## config.mk

```make
export PLATFORM = sky130hd
export DESIGN_NAME = imem_loader_flat
export DESIGN_NICKNAME = d
export VERILOG_FILES = /design/src/rtl/imem_loader_pkg.sv /design/src/rtl/imem_loader_if.sv /design/src/rtl/imem_loader_byte_packer.sv /design/src/rtl/imem_loader.sv /design/src/flat_wrapper.sv
export SDC_FILE = /design/constraint.sdc
export NUM_CORES = 1
export LEC_CHECK = 0
export BUFFER_PORTS_ARGS = -buffer_cell sky130_fd_sc_hd__buf_2
export CAP_MARGIN = 20
export CORE_UTILIZATION = 50
export DETAILED_ROUTE_END_ITERATION = 8
export GPL_ROUTABILITY_DRIVEN = 0
export PLACE_DENSITY = 0.79
export SETUP_SLACK_MARGIN = 0.15
export SYNTH_ARGS = -nofsm -noshare
export SYNTH_HDL_FRONTEND = slang
export SYNTH_SLANG_ARGS = --single-unit
```

## constraint.sdc

```tcl
create_clock -name clock -period 5.6 [get_ports clock]
set_input_delay 0.28 -clock clock [delete_from_list [all_inputs] [get_ports clock]]
set_output_delay 0.28 -clock clock [all_outputs]
set_load 0.01 [all_outputs]
```

## src/rtl/imem_loader_pkg.sv

```systemverilog
// Shared types for the instruction-memory loader.
// States, checksum and counter widths.
package imem_loader_pkg;

  typedef enum logic [2:0] {
    S_IDLE,
    S_LEN_HI,
    S_LEN_LO,
    S_PAYLOAD,
    S_CHECK,
    S_DONE,
    S_ERROR
  } state_e;

  localparam int CHK_W  = 8;
  localparam int CNT_W  = 17;
  localparam int WORD_W = 32;

endpackage

```

## src/rtl/imem_loader_if.sv

```systemverilog
// Byte-stream, imem write and status bundle of the loader.
// master = host side, slave = loader side.
interface imem_loader_if #(
  parameter int ADDR_WIDTH = 12
);
  logic                  start;
  logic                  in_valid;
  logic [7:0]            in_data;
  logic                  in_ready;
  logic                  imem_we;
  logic [ADDR_WIDTH-1:0] imem_addr;
  logic [31:0]           imem_data;
  logic                  cpu_hold;
  logic                  done;
  logic                  error;

  modport master (
    output start, in_valid, in_data,
    input  in_ready, imem_we, imem_addr,
    input  imem_data, cpu_hold, done, error
  );

  modport slave (
    input  start, in_valid, in_data,
    output in_ready, imem_we, imem_addr,
    output imem_data, cpu_hold, done, error
  );
endinterface

```

## src/rtl/imem_loader_byte_packer.sv

```systemverilog
// Packs bytes MSB-first into 32-bit words.
// word_valid_o pulses the cycle after the 4th byte.
module imem_loader_byte_packer
  import imem_loader_pkg::*;
(
  input  logic              clk_i,
  input  logic              rst_i,
  input  logic              clear_i,
  input  logic              shift_i,
  input  logic [7:0]        byte_i,
  output logic [WORD_W-1:0] word_o,
  output logic              word_valid_o,
  output logic              last_o
);
  logic [1:0]        idx_q;
  logic [23:0]       sr_q;
  logic [WORD_W-1:0] word_q;
  logic              vld_q;

  always_ff @(posedge clk_i) begin
    if (rst_i) begin
      idx_q  <= '0;
      sr_q   <= '0;
      word_q <= '0;
      vld_q  <= 1'b0;
    end else begin
      vld_q <= 1'b0;
      if (clear_i) begin
        idx_q <= '0;
      end else if (shift_i) begin
        sr_q  <= {sr_q[15:0], byte_i};
        idx_q <= idx_q + 2'd1;
        // word_q holds the last written word
        if (idx_q == 2'd3) begin
          word_q <= {sr_q, byte_i};
          vld_q  <= 1'b1;
        end
      end
    end
  end

  assign word_o       = word_q;
  assign word_valid_o = vld_q;
  assign last_o       = (idx_q == 2'd3);
endmodule

```

## src/rtl/imem_loader.sv

```systemverilog
// Framed byte-stream loader into instruction memory.
// Holds the CPU while loading, checks an XOR checksum.
module imem_loader #(
  parameter int ADDR_WIDTH     = 12,
  parameter int TIMEOUT_CYCLES = 1000000
) (
  input  logic          clock,
  input  logic          reset,
  imem_loader_if.slave  bus
);
  import imem_loader_pkg::*;

  state_e                state_q;
  logic                  in_ready_q;
  logic                  cpu_hold_q;
  logic                  done_q;
  logic                  error_q;
  logic [7:0]            len_hi_q;
  logic [15:0]           len_q;
  logic [CNT_W-1:0]      wcnt_q;
  logic [CHK_W-1:0]      chk_q;
  logic [31:0]           tcnt_q;
  logic [ADDR_WIDTH-1:0] addr_q;

  logic              hs;
  logic              clr;
  logic              shift;
  logic              last;
  logic              wvld;
  logic              word_end;
  logic              tmo;
  logic [15:0]       n_rx;
  logic [WORD_W-1:0] word;

  // in_ready is high exactly in the frame-receiving states
  assign hs       = bus.in_valid & in_ready_q;
  assign clr      = bus.start & ~in_ready_q;
  assign shift    = hs && (state_q == S_PAYLOAD);
  assign word_end = shift & last;
  assign n_rx     = {len_hi_q, bus.in_data};
  assign tmo      = (TIMEOUT_CYCLES != 0) && in_ready_q && !hs
                    && (tcnt_q == 32'(TIMEOUT_CYCLES - 1));

  imem_loader_byte_packer u_packer (
    .clk_i        (clock),
    .rst_i        (reset),
    .clear_i      (clr),
    .shift_i      (shift),
    .byte_i       (bus.in_data),
    .word_o       (word),
    .word_valid_o (wvld),
    .last_o       (last)
  );

  always_ff @(posedge clock) begin
    if (reset) begin
      state_q    <= S_IDLE;
      in_ready_q <= 1'b0;
      cpu_hold_q <= 1'b0;
      done_q     <= 1'b0;
      error_q    <= 1'b0;
      len_hi_q   <= '0;
      len_q      <= '0;
      wcnt_q     <= '0;
      chk_q      <= '0;
      tcnt_q     <= '0;
      addr_q     <= '0;
    end else begin
      tcnt_q <= (hs || !in_ready_q) ? '0 : tcnt_q + 32'd1;
      if (shift) chk_q <= chk_q ^ bus.in_data;
      if (word_end) begin
        addr_q <= wcnt_q[ADDR_WIDTH-1:0];
        wcnt_q <= wcnt_q + 1'b1;
      end
      if (tmo) begin
        state_q    <= S_ERROR;
        error_q    <= 1'b1;
        in_ready_q <= 1'b0;
      end else begin
        case (state_q)
          S_IDLE, S_DONE, S_ERROR: begin
            if (bus.start) begin
              state_q    <= S_LEN_HI;
              in_ready_q <= 1'b1;
              cpu_hold_q <= 1'b1;
              done_q     <= 1'b0;
              error_q    <= 1'b0;
              chk_q      <= '0;
              wcnt_q     <= '0;
            end
          end
          S_LEN_HI: begin
            if (hs) begin
              len_hi_q <= bus.in_data;
              state_q  <= S_LEN_LO;
            end
          end
          S_LEN_LO: begin
            if (hs) begin
              len_q <= n_rx;
              if (n_rx == 16'd0) begin
                state_q <= S_CHECK;
              end else if (32'(n_rx) > (32'd1 << ADDR_WIDTH)) begin
                state_q    <= S_ERROR;
                error_q    <= 1'b1;
                in_ready_q <= 1'b0;
              end else begin
                state_q <= S_PAYLOAD;
              end
            end
          end
          S_PAYLOAD: begin
            if (word_end && (wcnt_q + 1'b1 == CNT_W'(len_q)))
              state_q <= S_CHECK;
          end
          S_CHECK: begin
            if (hs) begin
              in_ready_q <= 1'b0;
              if (bus.in_data == chk_q) begin
                state_q    <= S_DONE;
                done_q     <= 1'b1;
                cpu_hold_q <= 1'b0;
              end else begin
                state_q <= S_ERROR;
                error_q <= 1'b1;
              end
            end
          end
          default: state_q <= S_IDLE;
        endcase
      end
    end
  end

  // a strobe pending while reset is high must not reach imem
  assign bus.in_ready  = in_ready_q;
  assign bus.imem_we   = wvld & ~reset;
  assign bus.imem_addr = addr_q;
  assign bus.imem_data = word;
  assign bus.cpu_hold  = cpu_hold_q;
  assign bus.done      = done_q;
  assign bus.error     = error_q;
endmodule

```

## src/flat_wrapper.sv

```systemverilog
// flat-port wrapper written by rule: the top's interface ports become plain ports
module imem_loader_flat import imem_loader_pkg::*;
#(
  parameter int ADDR_WIDTH     = 12,
  parameter int TIMEOUT_CYCLES = 1000000
)
  (clock, reset, bus_start, bus_in_valid, bus_in_data, bus_in_ready, bus_imem_we, bus_imem_addr, bus_imem_data, bus_cpu_hold, bus_done, bus_error);
  imem_loader_if #(.ADDR_WIDTH(ADDR_WIDTH)) bus_i ();
  input  logic clock;
  input  logic reset;
  input wire logic [$bits(bus_i.start)-1:0] bus_start;
  input wire logic [$bits(bus_i.in_valid)-1:0] bus_in_valid;
  input wire logic [$bits(bus_i.in_data)-1:0] bus_in_data;
  output wire logic [$bits(bus_i.in_ready)-1:0] bus_in_ready;
  output wire logic [$bits(bus_i.imem_we)-1:0] bus_imem_we;
  output wire logic [$bits(bus_i.imem_addr)-1:0] bus_imem_addr;
  output wire logic [$bits(bus_i.imem_data)-1:0] bus_imem_data;
  output wire logic [$bits(bus_i.cpu_hold)-1:0] bus_cpu_hold;
  output wire logic [$bits(bus_i.done)-1:0] bus_done;
  output wire logic [$bits(bus_i.error)-1:0] bus_error;
  assign bus_i.start = bus_start;
  assign bus_i.in_valid = bus_in_valid;
  assign bus_i.in_data = bus_in_data;
  assign bus_in_ready = bus_i.in_ready;
  assign bus_imem_we = bus_i.imem_we;
  assign bus_imem_addr = bus_i.imem_addr;
  assign bus_imem_data = bus_i.imem_data;
  assign bus_cpu_hold = bus_i.cpu_hold;
  assign bus_done = bus_i.done;
  assign bus_error = bus_i.error;
  imem_loader #(.ADDR_WIDTH(ADDR_WIDTH), .TIMEOUT_CYCLES(TIMEOUT_CYCLES)) u_core (.clock(clock), .reset(reset), .bus(bus_i));
endmodule
```

# Yosys cells after proc, flatten, opt, wreduce, memory -nomap -nowiden

Cells that the tools add are included.
Widths: inputs -> output; s select.

Register bits: 159
Latch bits: 0
Bits in writable memories: 0
Memory bits (read-only): 0
Input bits: 12
Word-level logic and storage cells: 121
Memories: 0

Add/sub/neg operators: 3
Multipliers: 0
Div/mod/pow operators: 0
Magnitude comparators: 1
Equality and inequality tests: 26
Shift-type cells: 0
Mux-type cells: 39
Bitwise logic cells: 10
Reductions and logical operators: 26

Operators by type and width:

| operator              | number |
|---|---|
| $mux 17               | 4 |
| $add 32x1->32 const B | 1 |
| $eq 32x20->1 const B  | 1 |
| $mux 8                | 4 |
| $mux 3                | 8 |
| $add 17x1->17 const B | 1 |
| $eq 17x16->1          | 1 |
| $mux 1                | 17 |
| $gt 16x13->1 const B  | 1 |
| $logic_not 16->1      | 1 |
| $pmux 3 s5            | 1 |
| $reduce_and 5->1      | 3 |
| $ne 3x1->1 const B    | 4 |
| $ne 3x2->1 const B    | 4 |
| $ne 2x1->1 const B    | 5 |
| $eq 3x3->1 const B    | 3 |
| $reduce_and 3->1      | 3 |
| $eq 8x8->1            | 1 |
| $xor 8x8->8           | 1 |
| $reduce_and 7->1      | 1 |
| $eq 3x2->1 const B    | 2 |
| $ne 2x2->1 const B    | 3 |
| $pmux 1 s3            | 2 |
| $reduce_and 6->1      | 1 |
| 17 further kinds      | 32 |

# Longest topological paths before layout

Gate-level depths: netlist of run 1.

Depth in word-level cells: 7
Gate-level depth with buffers: 9

# By module

A second synthesis of run 1 with hierarchy kept.

Cells, all modules: 871
Area total of the unflattened synthesis: 7076.8 µm²

Modules (own cells, without submodules):

| module                  | instances | cells each | area an instance (µm²) |
|---|---|---|---|
| imem_loader             | 1         | 613        | 4898.4 |
| imem_loader_byte_packer | 1         | 258        | 2178.3 |

# Worst setup path after synthesis of run 1

No wires, ideal clock.

Path type: reg2reg
From: register u_core.wcnt_q[1]
To: register u_core.state_q[1]
Arrival: 2.110 ns
Data required time: 5.480 ns
Setup slack: 3.370 ns
Stages on the path, launching flop included: 9
Buffers on the path: 0
Period minus slack after synthesis: 2.230 ns
Cell sequence: dfxtp_1 ha_1 and3_1 and4_1 xor2_1 o221ai_1 a2111oi_4 nand2_1 a211o_1

Word-level cells in the longest chain between the ends: 5

Ends and longest elaborated chain:

| item                              | line               | source |
|---|---|---|
| from (decl)                       | imem_loader.sv:20  | `logic [CNT_W-1:0] wcnt_q;` |
| from (signal assigned)            | imem_loader.sv:73  | `wcnt_q <= wcnt_q + 1'b1;` |
| $add 17x1->17                     | imem_loader.sv:113 | `if (word_end && (wcnt_q + 1'b1 == CNT_W'(len_q)))` |
| $eq 17x16->1                      | imem_loader.sv:113 |  |
| $logic_and 1x1->1                 | imem_loader.sv:113 |  |
| $ne 3x2->1 (no source line)       | n/a                |  |
| $reduce_and 5->1 (no source line) | n/a                |  |
| to (signal assigned)              | imem_loader.sv:114 | `state_q <= S_CHECK;` |
| to (signal assigned)              | imem_loader.sv:120 | `state_q <= S_DONE;` |
| to (signal assigned)              | imem_loader.sv:124 | `state_q <= S_ERROR;` |
| to (decl)                         | imem_loader.sv:13  | `state_e state_q;` |

No other way between the ends.
A chain may end at the register's enable or synchronous reset.

# Worst setup path after layout of run 1

From: register u_core.state_q[1]
To: register u_core.wcnt_q[10]

Word-level cells in the longest chain between the ends: 7
Elaborated cells on any way between the ends: 11
Those cells by class: eq/ne (3); mux (4); bitwise (1); reduce/logical (3)

Ends and longest elaborated chain:

| item                   | line              | source |
|---|---|---|
| from (signal assigned) | imem_loader.sv:57 | `state_q <= S_IDLE;` |
| from (signal assigned) | imem_loader.sv:76 | `state_q <= S_ERROR;` |
| from (signal assigned) | imem_loader.sv:83 | `state_q <= S_LEN_HI;` |
| $eq 3x2->1             | imem_loader.sv:38 | `assign shift = hs && (state_q == S_PAYLOAD);` |
| $logic_and 1x1->1      | imem_loader.sv:38 |  |
| $and 1x1->1            | imem_loader.sv:39 | `assign word_end = shift & last;` |
| $mux 17                | imem_loader.sv:71 | `if (word_end) begin` |
| $mux 17                | imem_loader.sv:82 | `if (bus.start) begin` |
| $mux 17                | imem_loader.sv:80 | `case (state_q)` |
| $mux 17 *              | imem_loader.sv:75 | `if (tmo) begin` |

Mark *: on every way between the ends. The rest lies on a longest branch, timed or not.

==> qor.txt, run 1 <==
Status - complete, no violations
Crit path required time - 5.92 ns
Std cell rows - 43
Fillers - 1,214
HPWL after detailed placement - 10.3 mm
Max-Slew Margin vs Limit - 0.460
Syn Area/Cell - 8.16 sq um
Via count - 5,891
Predominant post-synthesis flop cell - dfxtp_1
Synthesis-to-layout area growth - 12.6%
Final worst-path cycle share - 0.502
Num CTS Buffers - 17
Total Power - 2.55 mW
Slew @ Worst Pin - 0.806 ns
Fmax - 0.356 GHz
Most common cell after layout, fill and taps aside - nand2_1
Die height - 121 microns
Final Non-Filler Cells - 1,089
Final Skew - 0.0107 ns
Post-CTS Hold Fix Bufs - 0
Longest Clk Path Bufs - 2
Final Max Slew Viols - 0
Post-synth EDFFs - 0
Pin count of the biggest net entering global routing - 64
Post-synthesis sequential area ratio - 0.451
Post-synthesis async set-or-reset flop share - 0
First-pass GRT wire length - 25.8 mm
Leak - 2.81 nW
Synthesized net count - 880
Iteration-0 DRC Markers - 516
Synthesis Warnings - 0
Mapped Cells - 865
Fin nets - 911
Wire per inst - 14.1 microns
Crit Path Class - reg2reg
Avg Vias per Cell - 5.41
CP Launch Type - register
Initial Util - 0.511
P per Cell Area - 321 mW/mm^2
Ports - 61
Netlist cell types - 62
Clock Latency Late Sink - 0.43 ns
TritonRoute pass-1 iters - 5
Setup tns final - 0 ns
Seq cells post-synth - 159
Final WL - 15.4 mm
Peak supply drop - 0.225 mV
Crit. End Element - register
Seq. cell area - 0.00318 sq mm
Initial antenna violation count - 0
Dpl cells - 1,055
Hold Path Cell Cnt - 3
Min Tclk post-route - 2.81 ns
Hold Path Class - in2reg
Worst Reg-to-Reg Cells - 8
Core box area - 0.0138 sq mm
Multi-input logic area - 0.00358 sq mm
Clock transition at the registers of the reported paths - 0.07 ns
Share of layout cells above drive strength 1 - 0.136
Die width - 121 microns
H-tree levels - 4
Postcts setup bufs - 0
Total track usage - 0.223
Mapped Area - 0.00706 sq mm
Worst-path maximum fanout - 49
CTS resizes - 0
Residual DRC - 0
Worst EP arrival - 3.14 ns
CTS sink cnt - 159
Number of port buffers - 60
Hold Vio Cnt, Final - 0
Post-route ant nets - 0
RSZ-0062 raised after global routing - false
CTS tree - yes
Ant. Diodes - 0
Die area - 0.0146 sq mm
Most frequent cells in the layout - nand2_1, dfxtp_1, a21oi_1, nor2_1, buf_2
GRT overflow - 0
Max-Cap Viols - 0
Setup violators final - 0
Root Driver - clkbuf_16
Vias in the first global route - 5,380
## kinds of logic after synthesis
group	after synthesis	synth area share
AND/OR/NAND/NOR	407	0.273
AO/OA/AOI/OAI	140	0.114
flip-flops	159	0.451
multiplexers	10	0.0144
adder cells (fa/ha/maj)	3	0.00532
XOR/XNOR	82	0.102
buffers and inverters	64	0.0416
## metal layers
metal,vias up,share of wire,track usage
li1,2971,-,-
met1,2733,0.46,0.294
met2,157,0.47,0.351
met3,30,0.049,0.0495
met4,0,0.023,0.0941
met5,-,0,0
## cell usage after synthesis (all sizes together) (11+ instances only)
| cell | number | area [sq um] |
|---|---|---|
| dfxtp | 159 | 3180 |
| nand2 | 200 | 753 |
| nand3 | 25 | 130 |
| nor3 | 16 | 85.1 |
| inv | 11 | 41.3 |
| clkbuf | 36 | 135 |
| a21oi | 104 | 521 |
| nand4 | 15 | 130 |
| xnor2 | 41 | 359 |
| xor2 | 41 | 359 |
| nor4 | 13 | 109 |
| and3 | 14 | 88.8 |
| nor2 | 86 | 355 |
| buf | 17 | 118 |
## per-stage QoR
step	setup WS [ns]	hold WS, ns	instance area [sq um]	utilization
2_1_floorplan	3.37	0.416	7060	-
3_3_place_gp	2.86	0.442	7360	0.532
3_5_place_dp	2.76	0.444	7360	0.532
4_1_cts	2.74	0.153	7910	0.572
5_1_grt	2.52	0.159	7950	0.575
6_report	2.79	0.161	7950	0.575
## cell type report
cell class	count	area share
Clock buffer	19	0.0545
Sequential cell	159	0.401
Clock inverter	13	0.0153
Multi-Input combinational cell	642	0.451
Timing Repair Buffer	65	0.0453
Inverter	11	0.00520
Tap cell	180	0.0283
## state kept, by name, summed over array words and instances (netlist names), 2 cells and up
name                    flops
u_core.bus.imem_addr       12
u_core.chk_q                8
u_core.len_hi_q             8
u_core.len_q               16
u_core.state_q              3
u_core.tcnt_q              32
u_core.u_packer.idx_q       2
u_core.u_packer.sr_q       24
u_core.u_packer.word_o     32
u_core.wcnt_q              17
## path summary, 6_finish.rpt
| kind | slack (ns) | to | start |
|---|---|---|---|
| max | 2.79 | u_core.wcnt_q[10] | u_core.state_q[1] |
| min | 0.16 | u_core.u_packer.word_o[6] | bus_in_data[6] |
| max reg2reg | 2.79 | u_core.wcnt_q[10] | u_core.state_q[1] |
| min reg2reg | 0.45 | u_core.bus.imem_addr[3] | u_core.bus.imem_addr[3] |
## where the power goes
group	leakage, nW	internal [mW]	switching, mW	total (mW)
Sequential	1.28	1.15	0.0449	1.20
Clock	0.267	0.585	0.499	1.08
Combinational	1.26	0.100	0.167	0.268
Total	2.81	1.84	0.711	2.55
## critical path: stages, from the launching register on
cell	delay (ns)
dfxtp_1	0.64
nand2b_1	0.26
nor2_4	0.59
and2_1	0.26
buf_4	0.43
nand2_1	0.15
nor2_1	0.14
xnor2_1	0.14
nor2_2	0.04
No activity file was read; power rests on OpenSTA's default activity.
==> run 2: changes to the inputs <==
==> constraint.sdc (replaced) <==
create_clock -name clock -period 2.76 [get_ports clock]
set_input_delay 0.138 -clock clock [delete_from_list [all_inputs] [get_ports clock]]
set_output_delay 0.138 -clock clock [all_outputs]
set_load 0.01 [all_outputs]
==> qor.txt, run 2 (same netlist as run 1, synthesis figures left out) <==
Status - complete, no violations
CTS sink cnt - 159
Die height - 121 microns
Pin count of the biggest net entering global routing - 50
Core box area - 0.0138 sq mm
Worst Reg-to-Reg Cells - 7
Post-route ant nets - 0
Die area - 0.0146 sq mm
Crit path required time - 3.08 ns
Fin nets - 921
Max-Cap Viols - 0
Total Power - 5.21 mW
Hold Path Cell Cnt - 3
Num CTS Buffers - 17
Hold Path Class - in2reg
Worst EP arrival - 2.78 ns
Leak - 2.86 nW
Std cell rows - 43
Avg Vias per Cell - 5.40
Via count - 5,940
Slew @ Worst Pin - 0.568 ns
Final Max Slew Viols - 0
Longest Clk Path Bufs - 2
Root Driver - clkbuf_16
Most common cell after layout, fill and taps aside - nand2_1
Min Tclk post-route - 2.46 ns
RSZ-0062 raised after global routing - false
Hold WS - 0.0278 ns
H-tree levels - 4
Iteration-0 DRC Markers - 453
Wire per inst - 13.8 microns
Setup violators final - 0
Ant. Diodes - 0
GRT overflow - 0
Final Skew - 0.0114 ns
Vias in the first global route - 5,218
Setup tns final - 0 ns
Worst-path maximum fanout - 10
Fmax - 0.406 GHz
Synthesis-to-layout area growth - 14.0%
Max-Slew Margin vs Limit - 0.621
Peak supply drop - 0.372 mV
TritonRoute pass-1 iters - 5
Hold Vio Cnt, Final - 0
Total track usage - 0.218
Clock transition at the registers of the reported paths - 0.07 ns
Crit. End Element - register
Postcts setup bufs - 0
Die width - 121 microns
Ports - 61
Initial Util - 0.511
CP Launch Type - register
Most frequent cells in the layout - nand2_1, dfxtp_1, a21oi_1, nor2_1, buf_2
Residual DRC - 0
Number of port buffers - 60
Fillers - 1,225
Multi-input logic area - 0.00359 sq mm
Initial antenna violation count - 0
Crit Path Class - reg2reg
Final worst-path cycle share - 0.892
First-pass GRT wire length - 25.5 mm
HPWL after detailed placement - 10.3 mm
Share of layout cells above drive strength 1 - 0.151
Seq. cell area - 0.00319 sq mm
Final WL - 15.2 mm
CTS tree - yes
Clock Latency Late Sink - 0.43 ns
P per Cell Area - 647 mW/mm^2
Post-Route Utilization - 0.582
[run 2: cell types whose count changed in the layout (fill, tap and decap cells not counted), sizes merged]
cell         delta
buf             +9
inv             +1
clkbuf          -1
dlygate4sd3     +1
[run 2: what timing repair did]
item	in CTS	in global routing
setup endpoints to repair	0	3
hold endpoints to repair	3	0
resized for setup	0	5
hold buffers	1	0
[run 2: cell type report]
| class | instances | share of cell area |
|---|---|---|
| Clock buffer | 18 | 0.0545 |
| Clock inverter | 14 | 0.0171 |
| Inverter | 11 | 0.00513 |
| Multi-Input combinational cell | 642 | 0.446 |
| Sequential cell | 159 | 0.396 |
| Tap cell | 180 | 0.0280 |
| Timing Repair Buffer | 75 | 0.0535 |
[run 2: worst paths after layout]
path	startpoint	endpoint	slack, ns
max	u_core.wcnt_q[8]	u_core.state_q[1]	0.30
min	bus_in_data[3]	u_core.len_q[3]	0.03
max reg2reg	u_core.wcnt_q[8]	u_core.state_q[1]	0.30
min reg2reg	u_core.u_packer.word_o[24]	u_core.u_packer.word_o[24]	0.45
[run 2: where the power goes]
group / internal, mW / switching, mW
Combinational: 0.207 / 0.357
Clock: 1.22 / 1.02
Sequential: 2.34 / 0.0612
[run 2: per-layer routing]
metal | up-vias | track usage | wire [microns]
met2 | 159 | 0.334 | 7120
met3 | 22 | 0.0467 | 701
li1 | 2989 | - | -
met4 | 0 | 0.0795 | 220
met1 | 2770 | 0.300 | 7180
met5 | - | 0 | 0
[run 2: critical path, stage by stage (launching register included)]
cell	delay, ns
dfxtp_1	0.57
nand4_4	0.21
nor3_1	0.26
xor2_1	0.12
or3_1	0.40
a2111oi_4	0.43
nand2_1	0.11
a211o_1	0.26
[run 2: stage by stage]
step | instance area [sq um] | worst slack, ns | instances
6_report | 8050 | 0.297 | 1099
5_1_grt | 8050 | 0.153 | 1099
4_1_cts | 8040 | 0.231 | 1099
3_5_place_dp | 7450 | 0.275 | 1066
3_3_place_gp | 7450 | 0.337 | 1066
2_1_floorplan | 7060 | 0.530 | 865
